File: config.mk
export PLATFORM = sky130hd
export DESIGN_NAME = led_blink_indicator
export DESIGN_NICKNAME = d
export VERILOG_FILES = /design/src/rtl/led_blink_indicator.sv
export SDC_FILE = /design/constraint.sdc
export NUM_CORES = 1
export LEC_CHECK = 0
export ABC_CLOCK_PERIOD_IN_PS = 8500
export CORE_MARGIN = 4
export CORE_UTILIZATION = 61
export CTS_CLUSTER_DIAMETER = 50
export DETAILED_ROUTE_END_ITERATION = 8
export GPL_TIMING_DRIVEN = 0
export PLACE_DENSITY = 0.83
export SYNTH_ARGS = -nofsm -noshare
export SYNTH_HDL_FRONTEND = slang
export SYNTH_SLANG_ARGS = --single-unit
File: constraint.sdc
create_clock -name i_clk -period 8.5 [get_ports i_clk]
set_input_delay 0.85 -clock i_clk [delete_from_list [all_inputs] [get_ports i_clk]]
set_output_delay 0.85 -clock i_clk [all_outputs]
set_load 0.02 [all_outputs]
File: src/rtl/led_blink_indicator.sv
// led_blink_indicator: queues single-cycle event strobes and replays each one as a timed LED blink
// followed by a dark gap, with a saturating pending counter and a sticky overflow flag.
module led_blink_indicator #(
   parameter int CLK_DIV   = 128000,
   parameter int ON_TICKS  = 100,
   parameter int OFF_TICKS = 100,
   parameter int PEND_W    = 4
) (
   input  logic              i_clk,
   input  logic              i_rst,
   input  logic              i_event,
   input  logic              i_enable,
   input  logic              i_clr_ovf,
   output logic              o_led,
   output logic              o_busy,
   output logic [PEND_W-1:0] o_pending,
   output logic              o_overflow
);
   localparam int PW = $clog2(CLK_DIV);
   localparam int MT = (ON_TICKS > OFF_TICKS) ? ON_TICKS : OFF_TICKS;
   localparam int TW = $clog2(MT + 1);
   localparam logic [PEND_W-1:0] PMAX = '1;
   typedef enum logic [1:0] {IDLE, ON, GAP} state_t;
   state_t            state, state_nxt;
   logic [PW-1:0]     presc, presc_nxt;
   logic [TW-1:0]     tcnt, tcnt_nxt;
   logic [PEND_W-1:0] pend_nxt;
   logic              tick, done, consume, accept, lost, ovf_nxt;
   always_comb begin
      tick      = (state != IDLE) && (presc == PW'(CLK_DIV - 1));
      done      = tick && (tcnt == ((state == ON) ? TW'(ON_TICKS - 1) : TW'(OFF_TICKS - 1)));
      consume   = (state == IDLE) && (o_pending != '0) && i_enable;
      // an event at full queue is still taken when a blink is consumed in the same cycle
      accept    = i_event && ((o_pending != PMAX) || consume);
      lost      = i_event && (o_pending == PMAX) && !consume;
      state_nxt = (state == IDLE) ? (consume ? ON : IDLE) :
                  (state == ON)   ? (done ? GAP : ON) :
                                    (done ? IDLE : GAP);
      presc_nxt = ((state_nxt != state) || (state_nxt == IDLE) || tick) ? '0 : presc + PW'(1);
      tcnt_nxt  = ((state_nxt != state) || (state_nxt == IDLE)) ? '0 : tick ? tcnt + TW'(1) : tcnt;
      pend_nxt  = o_pending + PEND_W'(accept) - PEND_W'(consume);
      ovf_nxt   = lost ? 1'b1 : i_clr_ovf ? 1'b0 : o_overflow;
   end
   always_ff @(posedge i_clk) begin
      if (i_rst) begin
         state      <= IDLE;
         presc      <= '0;
         tcnt       <= '0;
         o_pending  <= '0;
         o_overflow <= 1'b0;
         o_led      <= 1'b0;
      end else begin
         state      <= state_nxt;
         presc      <= presc_nxt;
         tcnt       <= tcnt_nxt;
         o_pending  <= pend_nxt;
         o_overflow <= ovf_nxt;
         o_led      <= (state_nxt == ON);
      end
   end
   assign o_busy = (state != IDLE);
endmodule
==> Word level (Yosys, flattened, before mapping) <==
Cells that the tools add are included.
{ "totals": {"ff_bits": 32, "out_inout_bits": 7} }
{ "op_classes": {"addsub": 4, "n_eq_ne": 7, "muxes": 7, "reduce_logical": 18} }
{ "op_table": {"columns": ["operator", "count"], "rows": [
  ["$add A17 B1 Y17 const B", 1],
  ["$eq A17 B17 Y1 const B", 1],
  ["$mux W2", 4],
  ["$add A7 B1 Y7 const B", 1],
  ["$eq A7 B7 Y1 const B", 1],
  ["$logic_and A1 B1 Y1", 7],
  ["$add A4 B1 Y4", 1],
  ["$eq A2 B1 Y1 const B", 2],
  ["$eq A4 B4 Y1 const B", 1],
  ["$logic_not A2 Y1", 2],
  ["$ne A4 B4 Y1 const B", 1],
  ["$reduce_bool A2 Y1", 2],
  ["$reduce_bool A4 Y1", 1],
  ["$reduce_or A2 Y1", 2],
  ["$sub A4 B1 Y4", 1],
  ["$logic_or A1 B1 Y1", 3],
  ["$mux W1", 3],
  ["$ne A2 B2 Y1", 1],
  ["$logic_not A1 Y1", 1]
]} }

==> Longest topological paths before layout <==
{ "depth": {"depth_word": 10, "ltp_mapped": 12, "ltp_nobuf": 10} }

==> Worst setup path after synthesis <==
No wires, ideal clock.
{ "synth_path": {"path_kind": "flip-flop to flip-flop", "start": "register presc[0]", "end": "register presc[10]", "setup_time_ns": 0.128, "arrival_ns": 2.853, "required_ns": 8.372, "path_slack_ns": 5.519, "stages_incl_launch_ff": 13, "n_path_buf": 2, "period_less_slack_ns": 2.981, "path_cell_list": "dfxtp_1 ha_1 nand2_1 or4_1 nor3_1 nand4_1 ha_1 nand3b_1 o32a_1 clkbuf_1 a21o_1 clkbuf_1 nor2_1"} }
{ "synth_via": {"elab_chain_cells": 10} }
{ "synth_rtl": {"columns": ["item", "line_no", "source"], "rows": [
  ["from (decl)", "25", "logic [PW-1:0] presc, presc_nxt;"],
  ["from (signal assigned)", "54", "presc <= presc_nxt;"],
  ["$eq A17 B17 Y1", "30", "tick = (state != IDLE) && (presc == PW'(CLK_DIV - 1));"],
  ["$logic_and A1 B1 Y1", "30", null],
  ["$logic_and A1 B1 Y1", "31", "done = tick && (tcnt == ((state == ON) ? TW'(ON_TICKS - 1) : TW'(OFF_TICKS - 1)));"],
  ["$mux W2 (on tied branches)", "37, 38", null],
  ["$mux W2", "37", "(state == ON) ? (done ? GAP : ON) :"],
  ["$mux W2", "36", "state_nxt = (state == IDLE) ? (consume ? ON : IDLE) :"],
  ["$ne A2 B2 Y1 / $logic_not A2 Y1 (equally long branches)", "39", "presc_nxt = ((state_nxt != state) || (state_nxt == IDLE) || tick) ? '0 : presc + PW'(1);"],
  ["$logic_or A1 B1 Y1 (2 in a row)", "39", null],
  ["$reduce_or A2 Y1 (no source line)", null, null]
]} }
Parallel ways exist; a longest one is shown, timed or not.
A chain may end at the register's enable or synchronous reset.

==> Worst setup path in the final report <==
{ "layout_path": {"start": "register presc[0]", "end": "register presc[6]"} }
Same word-level chain as after synthesis.

==> results.tsv <==
stage	metric	value	unit
logic_synthesis	post-synthesis adder-cell area fraction	7.524	%
worst_setup_path	CP max FO	10	
worst_setup_path	CP bufs+invs	2	
power	Power, Total	0.3873	mW
logic_synthesis	Synth Flop Type	dfxtp_1	
global_route	GRT Util Overall	20.94	%
placement	GPL Wtd Cong	0.8420	
floorplanning	# rows	18	
floorplanning	die height	59.16	um
clock_network	CTS Buf Count	5	
logic_synthesis	cell count after synthesis	183	
detailed_routing	WL final	3110	um
floorplanning	Top Ports	12	
cells_and_area	# diodes	0	
logic_synthesis	FF+latch count, synth	32	
global_route	first-pass GRT wire length	5582	um
sta	Final Skew	0.01371	ns
detailed_routing	DR vias	1339	
placement	post-DP HPWL	2354	um
logic_synthesis	Async SR Flop Fraction	0	%
detailed_routing	DRC	0	
clock_network	quantity of hold-fixing buffers added after cts	0	
logic_synthesis	Post-Syn Area	0.001597	sq mm
global_route	GR Overflow Total	0	
floorplanning	core area	0.002477	sq mm
min_path	worst hold path endpoint	presc[0]$_SDFF_PP0_	
power	clock network fraction of design power	23.3	%
logic_synthesis	mux contribution to synthesized area	0.6270	%
logic_synthesis	syn nets	197	
clock_network	H-tree depth reported by CTS	2	
placement	IO Port Bufs	10	
worst_setup_path	flop-to-flop setup slack	4.94	ns
min_path	Hold Crit Start	presc[0]$_SDFF_PP0_	
power	PwrDens	216.0	mW/mm^2
power	worst vdd ir	239.5	uV
logic_synthesis	Synth Area in Simple Gates	27.98	%
logic_synthesis	Netlist cell types	38	
flow_run	maxcap violations	0	
power	sw frac	32.47	%
worst_setup_path	reg2reg start	presc[0]$_SDFF_PP0_	
clock_network	Post-CTS Resized	0	
worst_setup_path	slowest CP cell	or4_1	
cells_and_area	Nets	214	
floorplanning	initial core utilization	64.44	%
sta	Slew Limit Fails	0	
logic_synthesis	Post-synth EDFFs	0	
logic_synthesis	largest family of logic cells by synthesized area	simple AND/OR/NAND/NOR gates	
detailed_routing	TritonRoute pass-1 iters	4	
cells_and_area	layout cells sized above 1	4.975	%
logic_synthesis	XOR/XNOR Fraction of Synth Area	7.680	%
power	Internal Power	0.2615	mW
sta	post-route minimum period	3.558	ns
clock_network	CTS root buffer	clkbuf_4	
run_status	run status	complete, no violations	
cells_and_area	Layout area overhead	12.30	%
sta	post-route clock period utilization	41.86	%
sta	Setup TNS	0	ns
power	Leakage	0.5878	nW
logic_synthesis	compound-gate portion of the synthesized area	11.60	%
worst_setup_path	R2R cell count	12	
sta	fmax	0.2811	GHz
worst_setup_path	Crit path arrival time	3.77	ns
clock_network	CTS max path bufs	2	
worst_setup_path	crit path launch type	register	
power	Seq pwr share	45.0	%
logic_synthesis	register area share after synthesis	40.13	%
power	net switching power figure	0.1257	mW
worst_setup_path	reg2reg end	presc[6]$_SDFF_PP0_	
min_path	Min-Delay Path Class	register to register	
sta	Hold Vio Cnt, Final	0	
worst_setup_path	CP Class	register to register	
worst_setup_path	crit path cell chain	ha_1 -> nand2_1 -> or4_1 -> nor3_1 -> nand4_1 -> ha_1 -> xor2_1 -> o32a_1 -> clkbuf_1 -> a21o_1 -> clkbuf_1 -> nor2_1	
global_route	largest net degree at the start of global routing	11	
floorplanning	die width	59.16	um
detailed_routing	DR iter-0 viols	44	
global_route	vias in the first global route	1348	
worst_setup_path	Max stage delay on crit path	0.59	ns
worst_setup_path	Critical Path RT	8.71	ns
worst_setup_path	CP endpoint kind	register	
clock_network	worst skew pair latency	0.34	ns
logic_synthesis	Syn Area/Cell	8.724	sq um
min_path	worst hold stages	1	
detailed_routing	Via density	5.797	
clock_network	Sink Count	32	
floorplanning	die area	0.003500	sq mm
sta	RSZ-0062 raised after global routing	false	
global_route	initial antenna violation count	0	
sta	setup violators final	0	
clock_network	Setup Buffers After CTS	0	
detailed_routing	WL/cell	13.46	um
sta	headroom to the max-slew limit	67.70	%
clock_network	CTS tree	done	
worst_setup_path	Crit path max-delay family	simple AND/OR/NAND/NOR gates	
detailed_routing	Final ANT Viol Nets	0	
clock_network	Reg clk slew, reported paths	0.09	ns
logic_synthesis	yosys warns	0	
power	Comb power frac	31.6	%
sta	Worst-Margin Slew	0.4800	ns
Yosys cell counts (2+ instances only):
library cell	number	area share (%)
xnor2_1	9	4.9
a21oi_1	12	3.8
and3_1	3	1.2
ha_1	8	6.3
clkbuf_1	4	0.94
or2_1	2	0.78
xor2_1	5	2.7
nor4_1	5	2.0
nor2b_1	2	0.78
o31ai_1	7	3.3
nor3_1	6	1.9
o21ai_1	2	0.63
nand2_1	10	2.4
a21o_1	2	0.94
nand3_1	10	3.1
or4_1	7	3.3
nand4_1	4	1.6
nor2_1	20	4.7
nand3b_1	3	1.4
dfxtp_1	32	40
inv_1	12	2.8
and2_1	2	0.78
worst max-delay path by stage:
stage	end	depth (start not counted)	slack, ns	start
2_1_floorplan	presc[10]$_SDFF_PP0_	12	5.52	presc[0]$_SDFF_PP0_
3_3_place_gp	presc[12]$_SDFF_PP0_	12	5.06	presc[0]$_SDFF_PP0_
3_5_place_dp	presc[6]$_SDFF_PP0_	12	4.96	presc[0]$_SDFF_PP0_
4_1_cts	presc[6]$_SDFF_PP0_	12	4.93	presc[0]$_SDFF_PP0_
5_1_grt	presc[7]$_SDFF_PP0_	12	4.68	presc[0]$_SDFF_PP0_
6_report	presc[6]$_SDFF_PP0_	12	4.94	presc[0]$_SDFF_PP0_
cell type report:
cell class / instances / area (sq um)
buffer: 5 / 26.28
tap: 30 / 37.54
sequential: 32 / 640.6
timing repair buffer: 10 / 100.1
inverter: 12 / 45.04
multi-input combinational: 134 / 884.6
clock buffer: 8 / 58.81
fill: 199 / 684.4
metal layers:
layer	GRT usage, %	part of all wire, %	vias up
li1	-	-	691
met1	24.83	46	626
met2	35.02	50	20
met3	7.843	3.4	2
met4	6.472	0.96	0
met5	0	0	-
per-stage QoR:
stage | util [%] | hold WS (ns) | setup WS, ns | instance area [sq um] | instances
2_1_floorplan | - | 0.4299 | 5.519 | 1597 | 183
3_3_place_gp | 70.00 | 0.4423 | 5.064 | 1734 | 223
3_5_place_dp | 70.00 | 0.4866 | 4.959 | 1734 | 223
4_1_cts | 72.37 | 0.5026 | 4.934 | 1793 | 231
5_1_grt | 72.37 | 0.5289 | 4.676 | 1793 | 231
6_report | 72.37 | 0.4946 | 4.942 | 1793 | 231
cells by family after synthesis:
| group | Yosys count |
|---|---|
| flops | 32 |
| xor+xnor | 14 |
| buf+inv | 17 |
| fa+ha+maj | 9 |
| mux | 1 |
| simple gates | 81 |
| compound gates | 29 |
cell usage in the layout, fill, tap and decap left out, types with 5 or more instances in the layout:
| cell type | instances |
|---|---|
| clkdlybuf4s50_1 | 10 |
| dfxtp_1 | 32 |
| a21oi_1 | 12 |
| nand2_1 | 10 |
| ha_1 | 8 |
| nor4_1 | 5 |
| nor2_1 | 20 |
| nor3_1 | 6 |
| inv_1 | 12 |
| clkbuf_4 | 5 |
| nand3_1 | 10 |
| xnor2_1 | 9 |
| o31ai_1 | 7 |
| clkbuf_1 | 6 |
| or4_1 | 7 |
| xor2_1 | 5 |
worst register-to-register path: cells and delay by family, from the launching register on:
kind	cells	cell delay (ns)
XOR/XNOR	1	0.17
adder cells (fa/ha/maj)	2	0.52
AND/OR/NAND/NOR	5	1.20
flip-flops	1	0.38
buffers and inverters	2	0.74
AO/OA/AOI/OAI	2	0.42
power groups by stage:
stage                     Combinational, mW  Clock [mW]  Sequential, mW
after floorplan                      0.0716           0           0.187
after global placement                0.116           0           0.177
after detailed placement              0.124           0           0.178
after CTS                             0.124      0.0932           0.174
after global routing                  0.141       0.101           0.177
final                                 0.123      0.0904           0.174
registers in the layout, indices dropped and copies added, names as in the netlist:
register	cells
tcnt	7
o_led	1
o_pending	4
o_overflow	1
state	2
presc	17
(Power assumes the default switching activity.)
